`src/rtl/mask_stream_source.sv`:
```
// Threshold-window pixel source: emits (x, y) beats for in-window pixels and a
// per-frame tabulate pulse carrying the hit count for a downstream centroid unit.
module mask_stream_source #(
    parameter int H_ACTIVE = 1280,
    parameter int V_ACTIVE = 720,
    parameter int DATA_W   = 8
) (
    input  logic              clk_in,
    input  logic              rst_in,
    input  logic [10:0]       hcount_in,
    input  logic [9:0]        vcount_in,
    input  logic [DATA_W-1:0] pixel_in,
    input  logic              pixel_valid_in,
    input  logic              enable_in,
    input  logic [DATA_W-1:0] lower_bound_in,
    input  logic [DATA_W-1:0] upper_bound_in,
    output logic [10:0]       x_out,
    output logic [9:0]        y_out,
    output logic              valid_out,
    output logic              tabulate_out,
    output logic [19:0]       pixel_count_out,
    output logic              frame_error_out
);

    localparam logic [10:0] H_END = 11'(H_ACTIVE - 1);
    localparam logic [9:0]  V_END = 10'(V_ACTIVE - 1);

    typedef enum logic [1:0] {WAIT_SOF, ACTIVE, FLUSH, TABULATE} state_t;

    state_t            state, next_state;
    logic              flush_cnt;
    logic [DATA_W-1:0] lo_q, hi_q;
    logic [19:0]       hit_cnt;
    logic              s1_hit;
    logic [10:0]       s1_x;
    logic [9:0]        s1_y;

    logic              accepted, at_sof, at_last;
    logic              start, process, truncate, hit;
    logic [DATA_W-1:0] lo_eff, hi_eff;

    assign accepted = pixel_valid_in && (hcount_in <= H_END) && (vcount_in <= V_END);
    assign at_sof   = (hcount_in == '0) && (vcount_in == '0);
    assign at_last  = (hcount_in == H_END) && (vcount_in == V_END);

    always_comb begin
        next_state = state;
        start      = 1'b0;
        process    = 1'b0;
        truncate   = 1'b0;
        case (state)
            WAIT_SOF: begin
                if (accepted && at_sof && enable_in) begin
                    start      = 1'b1;
                    process    = 1'b1;
                    next_state = at_last ? FLUSH : ACTIVE;
                end
            end
            ACTIVE: begin
                if (accepted) begin
                    if (at_sof) begin
                        // Restart mid-frame: abandon the frame, optionally reopen at once
                        truncate = 1'b1;
                        if (enable_in) begin
                            start      = 1'b1;
                            process    = 1'b1;
                            next_state = ACTIVE;
                        end else begin
                            next_state = WAIT_SOF;
                        end
                    end else begin
                        process = 1'b1;
                        if (at_last) next_state = FLUSH;
                    end
                end
            end
            FLUSH: begin
                if (flush_cnt) next_state = TABULATE;
            end
            TABULATE: next_state = WAIT_SOF;
            default:  next_state = WAIT_SOF;
        endcase
    end

    // The frame-opening beat is judged against the bounds being latched with it
    assign lo_eff = start ? lower_bound_in : lo_q;
    assign hi_eff = start ? upper_bound_in : hi_q;
    assign hit    = process && (pixel_in >= lo_eff) && (pixel_in <= hi_eff);

    always_ff @(posedge clk_in or negedge rst_in) begin
        if (!rst_in) begin
            state     <= WAIT_SOF;
            flush_cnt <= 1'b0;
            lo_q      <= '0;
            hi_q      <= '0;
            hit_cnt   <= '0;
        end else begin
            state     <= next_state;
            flush_cnt <= (state == FLUSH) ? ~flush_cnt : 1'b0;
            if (start) begin
                lo_q    <= lower_bound_in;
                hi_q    <= upper_bound_in;
                hit_cnt <= {19'd0, hit};
            end else if (hit) begin
                hit_cnt <= hit_cnt + 20'd1;
            end
        end
    end

    always_ff @(posedge clk_in or negedge rst_in) begin
        if (!rst_in) begin
            s1_hit          <= 1'b0;
            s1_x            <= '0;
            s1_y            <= '0;
            valid_out       <= 1'b0;
            x_out           <= '0;
            y_out           <= '0;
            tabulate_out    <= 1'b0;
            pixel_count_out <= '0;
            frame_error_out <= 1'b0;
        end else begin
            s1_hit <= hit;
            if (hit) begin
                s1_x <= hcount_in;
                s1_y <= vcount_in;
            end
            valid_out <= s1_hit;
            if (s1_hit) begin
                x_out <= s1_x;
                y_out <= s1_y;
            end
            tabulate_out <= (state == FLUSH) && flush_cnt;
            if ((state == FLUSH) && flush_cnt) pixel_count_out <= hit_cnt;
            frame_error_out <= truncate;
        end
    end

endmodule
```
`config.mk`:
```
export PLATFORM = sky130hd
export DESIGN_NAME = mask_stream_source
export DESIGN_NICKNAME = d
export VERILOG_FILES = /design/src/rtl/mask_stream_source.sv
export SDC_FILE = /design/constraint.sdc
export NUM_CORES = 1
export LEC_CHECK = 0
export ABC_CLOCK_PERIOD_IN_PS = 4300
export BUFFER_PORTS_ARGS = -buffer_cell sky130_fd_sc_hd__buf_2
export CAP_MARGIN = 20
export CORE_UTILIZATION = 55
export CTS_BUF_LIST = sky130_fd_sc_hd__clkbuf_4
export DETAILED_ROUTE_END_ITERATION = 6
export PLACE_DENSITY = 0.84
export RECOVER_POWER = 50
export SLEW_MARGIN = 30
export SYNTH_ARGS = -nofsm -noshare
export SYNTH_HDL_FRONTEND = slang
export SYNTH_SLANG_ARGS = --single-unit
```
`constraint.sdc`:
```
create_clock -name clk_in -period 4.3 [get_ports clk_in]
set_clock_uncertainty 0.2 [all_clocks]
set_input_delay 0.43 -clock clk_in [delete_from_list [all_inputs] [get_ports clk_in]]
set_output_delay 0.43 -clock clk_in [all_outputs]
set_load 0.005 [all_outputs]
```
---- Word level (Yosys, flattened, before mapping) ----
Index checks and enable logic that the tools add are counted.
word-level totals
  input port bits ......................... 49
  bits in writable memories ............... 0
  output and inout bits ................... 44
  ROM bits ................................ 0
  memories ................................ 0
  register bits after elaboration ......... 105
  bits in latches ......................... 0
operators by class
  divide/modulo/power cells ............... 0
  multipliers ............................. 0
  equality and inequality tests ........... 9
  bitwise gates (word level) .............. 1
  shifts and indexed selects .............. 0
  $lt $le $gt $ge ......................... 4
  reductions and logical operators ........ 14
  multiplexer cells ....................... 24
  add/subtract/negate cells ............... 1
operators with widths
  kind                                                    number
  2-to-1 mux 20 bit                                       2
  adder 20 x 1 -> 20 bit, second input constant           1
  2-to-1 mux 8 bit                                        2
  2-to-1 mux 2 bit                                        6
  == test 11 bit, second input constant                   1
  less-or-equal comparator 11 bit, second input constant  1
  zero test 11 bit                                        1
  2-to-1 mux 1 bit                                        11
  == test 10 bit, second input constant                   1
  less-or-equal comparator 10 bit, second input constant  1
  zero test 10 bit                                        1
  logical AND 1 bit                                       9
  greater-or-equal comparator 8 bit                       1
  less-or-equal comparator 8 bit                          1
  case mux 2 bit (4 select lines)                         1
  != test 2 bit, second input constant                    3
  == test 2 bit, second input constant                    2
  case mux 1 bit (2 select lines)                         2
  AND reduction 4 bit                                     1
  != test 3 bit, second input constant                    1
  == test 2 x 1 -> 1 bit, second input constant           1
  zero test 2 bit                                         1
  nonzero test 2 bit                                      1
  NOT 1 bit                                               1

---- Longest topological paths before layout ----
  depth in word-level cells ............... 13
  gate-level depth with buffers ........... 16
  depth with buffers taken out ............ 13

---- Worst setup path after synthesis ----
Ideal clock, no wire load.
  path kind ............................... input-to-reg
  from .................................... in hcount_in[9]
  to ...................................... reg s1_x[3]
  stages .................................. 15
  path buffers ............................ 4
  library setup time ...................... 0.125 ns
  setup slack ............................. 0.374 ns
  data arrival time ....................... 3.601 ns
  path through ............................ nor4_1 > nand4_1 > or4_1 > clkbuf_1 > buf_2 > mux2i_1 > ha_1 > a2111oi_0 > nand2_1 > a41o_1 > nand3_1 > or2_1 > buf_6 > buf_8 > mux2_4
between the ends
  word-level cells in the longest chain between the ends .. 11
ends and longest elaborated chain
  element                            RTL line  text
  from (decl)                        10        input logic [10:0] hcount_in,
  less-or-equal comparator 11 bit    42        assign accepted = pixel_valid_in && (hcount_in <= H_END) && (vcount_in <= V_END);
  logical AND 1 bit (2 in series)    42
  logical AND 1 bit (2 in series)    53        if (accepted && at_sof && enable_in) begin
  2-to-1 mux 1 bit                   53
  case mux 1 bit (2 select lines)    51        case (state)
  2-to-1 mux 8 bit                   --
  greater-or-equal comparator 8 bit  88        assign hit = process && (pixel_in >= lo_eff) && (pixel_in <= hi_eff);
  logical AND 1 bit                  88
  logical AND 1 bit (*)              88
  to (signal assigned)               124       s1_x <= hcount_in;
  to (decl)                          35        logic [10:0] s1_x;
Every way passes the cells marked *; elsewhere a longest branch is shown, timed or not.
A chain may end at the register's enable or synchronous reset.

---- Worst setup path after layout ----
  from .................................... in hcount_in[6]
  to ...................................... reg s1_y[0]
between the ends
  word-level cells in the longest chain between the ends .. 11
ends and longest elaborated chain
  element                            RTL line  text
  less-or-equal comparator 11 bit    42
  logical AND 1 bit (2 in series)    42
  logical AND 1 bit (2 in series)    53
  2-to-1 mux 1 bit                   53
  case mux 1 bit (2 select lines)    51
  2-to-1 mux 8 bit                   --
  greater-or-equal comparator 8 bit  88
  logical AND 1 bit                  88
  logical AND 1 bit (*)              88
  to (signal assigned)               125       s1_y <= vcount_in;
  to (decl)                          36        logic [9:0] s1_y;
Marks and branches as above.

==> out/summary.txt <==
EDFF count, synth: 0
Switching Share: 27.1%
Number of port buffers: 92
Clock Power Share: 32.4%
Leak: 3.16 nW
Longest Clk Path Bufs: 2
Worst hold path depth: 3
Least-Margin Pin Slew: 1800 ps
Period utilization: 96.8%
CP Launch Point: hcount_in[6]
Asr flop ratio synth: 100%
Drt pass-1 iters: 4
Required time worst endpoint: 4460 ps
Antenna violations before repair: 1
Distinct cells, synth: 43
CP Class: in2reg
Final nets: 608
Reg-to-Reg End: s1_y[0]
GR Overflow Total: 0
Chip width: 96.6 um
Die H: 96.6 um
Delay-heaviest family, CP: simple AND/OR/NAND/NOR gates
Core area: 8680 um^2
WP data arrival: 4330 ps
CTS buffer count: 9
ANT nets after route: 0
R2r setup slk: 550 ps
Outcome: finished, violations left
Tmin final: 4160 ps
Worst path max stage delay: 610 ps
Peak VDD IR: 0.000177 V
GRT Util Overall: 23.5%
Pwr Density: 279 nW/um^2
HPWL after DPL: 7410 um
Worst skew pair latency: 470 ps
Via count: 3749
RePlAce Congestion: 0.881
Layout cells sized above 1: 27.6%
Largest net degree at the start of global routing: 75
Internal: 1.17 mW
End point of the worst hold path: lo_q[0]
Vias per inst: 5.71
Root Buffer: clkbuf_4
Hold_sp: lower_bound_in[0]
Row count: 34
Max-slew headroom: -20.0%
WL/cell: 16.2 um
Syn Area/Cell: 11.3 um^2
First-pass GRT wire length: 17700 um
TritonCTS clock tree: yes
Clock transition at the registers of the reported paths: 170 ps
Combinational power share: 6.2%
Synthesized cell area: 4930 um^2
Worst path cell trace: dlygate4sd3_1 > buf_2 > nor4_1 > nand2_1 > or4_1 > buf_12 > mux2i_1 > ha_1 > a2111oi_2 > nand2_1 > a41o_1 > nand3_1 > or2_4 > buf_12 > mux2_2
Maxcap violations: 1
Post-CTS Setup Bufs: 0
CTS sink count: 105
Iteration-0 DRC Markers: 197
Syn Nets: 503
CP bufs+invs: 4
Hold Path Class: in2reg
Initial Util: 56.8%
DRC: 0
Psw: 436 uW
Seq/Total Area, Yosys: 53.3%
Final Setup Violations: 0
R2R depth: 13
Maximum fanout along the worst path: 23
Top_reg_cell synth: dfrtp_1
# IOs: 93
Cell total after placement: 625
Setup TNS Final: 0 ps
Setup crit end kind: flop
Post-Synthesis Cells: 437
Max-slew violation count: 75
Reg2Reg Launch Point: state[1]
Crit start category: primary input
Synthesis warning total: 0
Slowest-stage cell, CP: or4_1
FMAX: 240 MHz
Unrepaired setup endpoints after global routing: false
Sequential cell fraction of total power: 61.4%
Die area: 9340 um^2
Yosys reg bits: 105
Layout overhead on the synthesized area: 16.9%
Vias in the first global route: 3723
H-tree depth: 3
Violations in the final reports: max-capacitance violations, max-slew violations
Final WL: 10600 um
Fin cells: 656
Fin. Hold Viols: 0
## power by group through the flow
stage	Sequential [mW]	Combinational, mW	Clock (mW)
6_report	0.988	0.0995	0.521
5_1_grt	0.989	0.111	0.570
4_1_cts	0.988	0.0965	0.531
3_5_place_dp	1.01	0.0879	0
3_3_place_gp	1.01	0.0841	0
2_1_floorplan	1.01	0.0274	0
## stage by stage
stage | power (mW) | hold slack, ps | setup slack, ps | area, um^2 | utilization [%]
after floorplan | 1.03 | -65.6 | 374 | 4930 | -
after global placement | 1.09 | 213 | 227 | 5480 | 63.1
after detailed placement | 1.09 | 220 | 99.1 | 5480 | 63.1
after CTS | 1.62 | 2.15 | 42.1 | 5750 | 66.2
after global routing | 1.67 | 5.07 | 12.0 | 5760 | 66.4
final | 1.61 | 21.6 | 136 | 5760 | 66.4
## synthesized netlist by cell type (10+ instances only)
library cell | instances | area, um^2
clkbuf_1 | 10 | 37.5
mux2i_1 | 15 | 150
a21oi_1 | 21 | 105
nand2_1 | 82 | 308
inv_1 | 20 | 75.1
o31ai_1 | 16 | 120
dfrtp_1 | 105 | 2630
o21ai_0 | 10 | 50.1
or4_1 | 18 | 135
mux2_4 | 17 | 255
mux2_2 | 25 | 282
nand3_1 | 10 | 50.1
ha_1 | 17 | 213
nand4_1 | 11 | 68.8
## layout by cell type, fill, tap and decap left out, drive strengths merged, types with 2 or more instances in the layout
| master | count |
|---|---|
| o31ai | 16 |
| buf | 86 |
| or4 | 18 |
| inv | 25 |
| nand4 | 11 |
| mux2 | 42 |
| o21ai | 10 |
| ha | 17 |
| a21oi | 22 |
| dfrtp | 105 |
| and3 | 6 |
| clkinv | 2 |
| nand2 | 82 |
| clkbuf | 25 |
| nand2b | 2 |
| and4 | 2 |
| mux2i | 15 |
| nor2 | 7 |
| nand3 | 10 |
| or2 | 2 |
| o211ai | 2 |
| nor2b | 3 |
| dlygate4sd3 | 14 |
| o2111ai | 2 |
| nor4 | 6 |
| nor3 | 4 |
## routing by layer
| metal | vias to the layer above | track usage (%) | routed length [um] |
|---|---|---|---|
| li1 | 1778 | - | - |
| met1 | 1815 | 31.5 | 4660 |
| met2 | 125 | 36.9 | 5080 |
| met3 | 31 | 3.83 | 515 |
| met4 | 0 | 12.7 | 357 |
| met5 | - | 0 | 0 |
## worst register-to-register path, cell delays in order, from the launching register on
cell	delay [ps]
dfrtp_1	470
nor2b_1	140
o2111ai_1	160
or4_1	520
buf_12	210
mux2i_1	240
ha_1	310
a2111oi_2	300
nand2_1	80
a41o_1	240
nand3_1	90
or2_4	150
buf_12	190
mux2_2	370
## timing repair
item | in CTS | in global routing
hold buffers | 12 | 2
hold endpoints to repair | 84 | 2
gates resized for setup | 0 | 5
endpoints found under the setup margin | 0 | 26
## area by class of cell
class	count	area (um^2)
Inverter	20	75.1
Timing Repair Buffer	116	679
Multi-Input combinational cell	290	2090
Fill cell	680	2920
Antenna cell	1	2.50
Clock buffer	9	67.6
Sequential cell	105	2630
Tap cell	108	135
Clock inverter	7	81.3
## kinds of logic after synthesis
logic type	synth area share [%]
and+or+nand+nor	16.2
AOI/OAI and AO/OA	7.62
adders and majority gates	4.32
DFF	53.3
xor gates and xnor gates	0.178
buffers and inverters	4.45
muxes	13.9
## registers in the layout, indices dropped and copies added, names as in the netlist
| register | cells |
|---|---|
| state | 2 |
| frame_error_out | 1 |
| hi_q | 8 |
| x_out | 11 |
| y_out | 10 |
| flush_cnt | 1 |
| tabulate_out | 1 |
| valid_out | 1 |
| lo_q | 8 |
| s1_hit | 1 |
| s1_x | 11 |
| pixel_count_out | 20 |
| s1_y | 10 |
| hit_cnt | 20 |
## worst max path at each step
stage	cells after the start	end
final	15	s1_y[0]
after global routing	15	hit_cnt[18]
after CTS	15	s1_y[0]
after detailed placement	14	s1_y[0]
after global placement	14	s1_y[2]
after floorplan	15	s1_x[3]
Note: power is estimated with default switching activity, not from simulation.
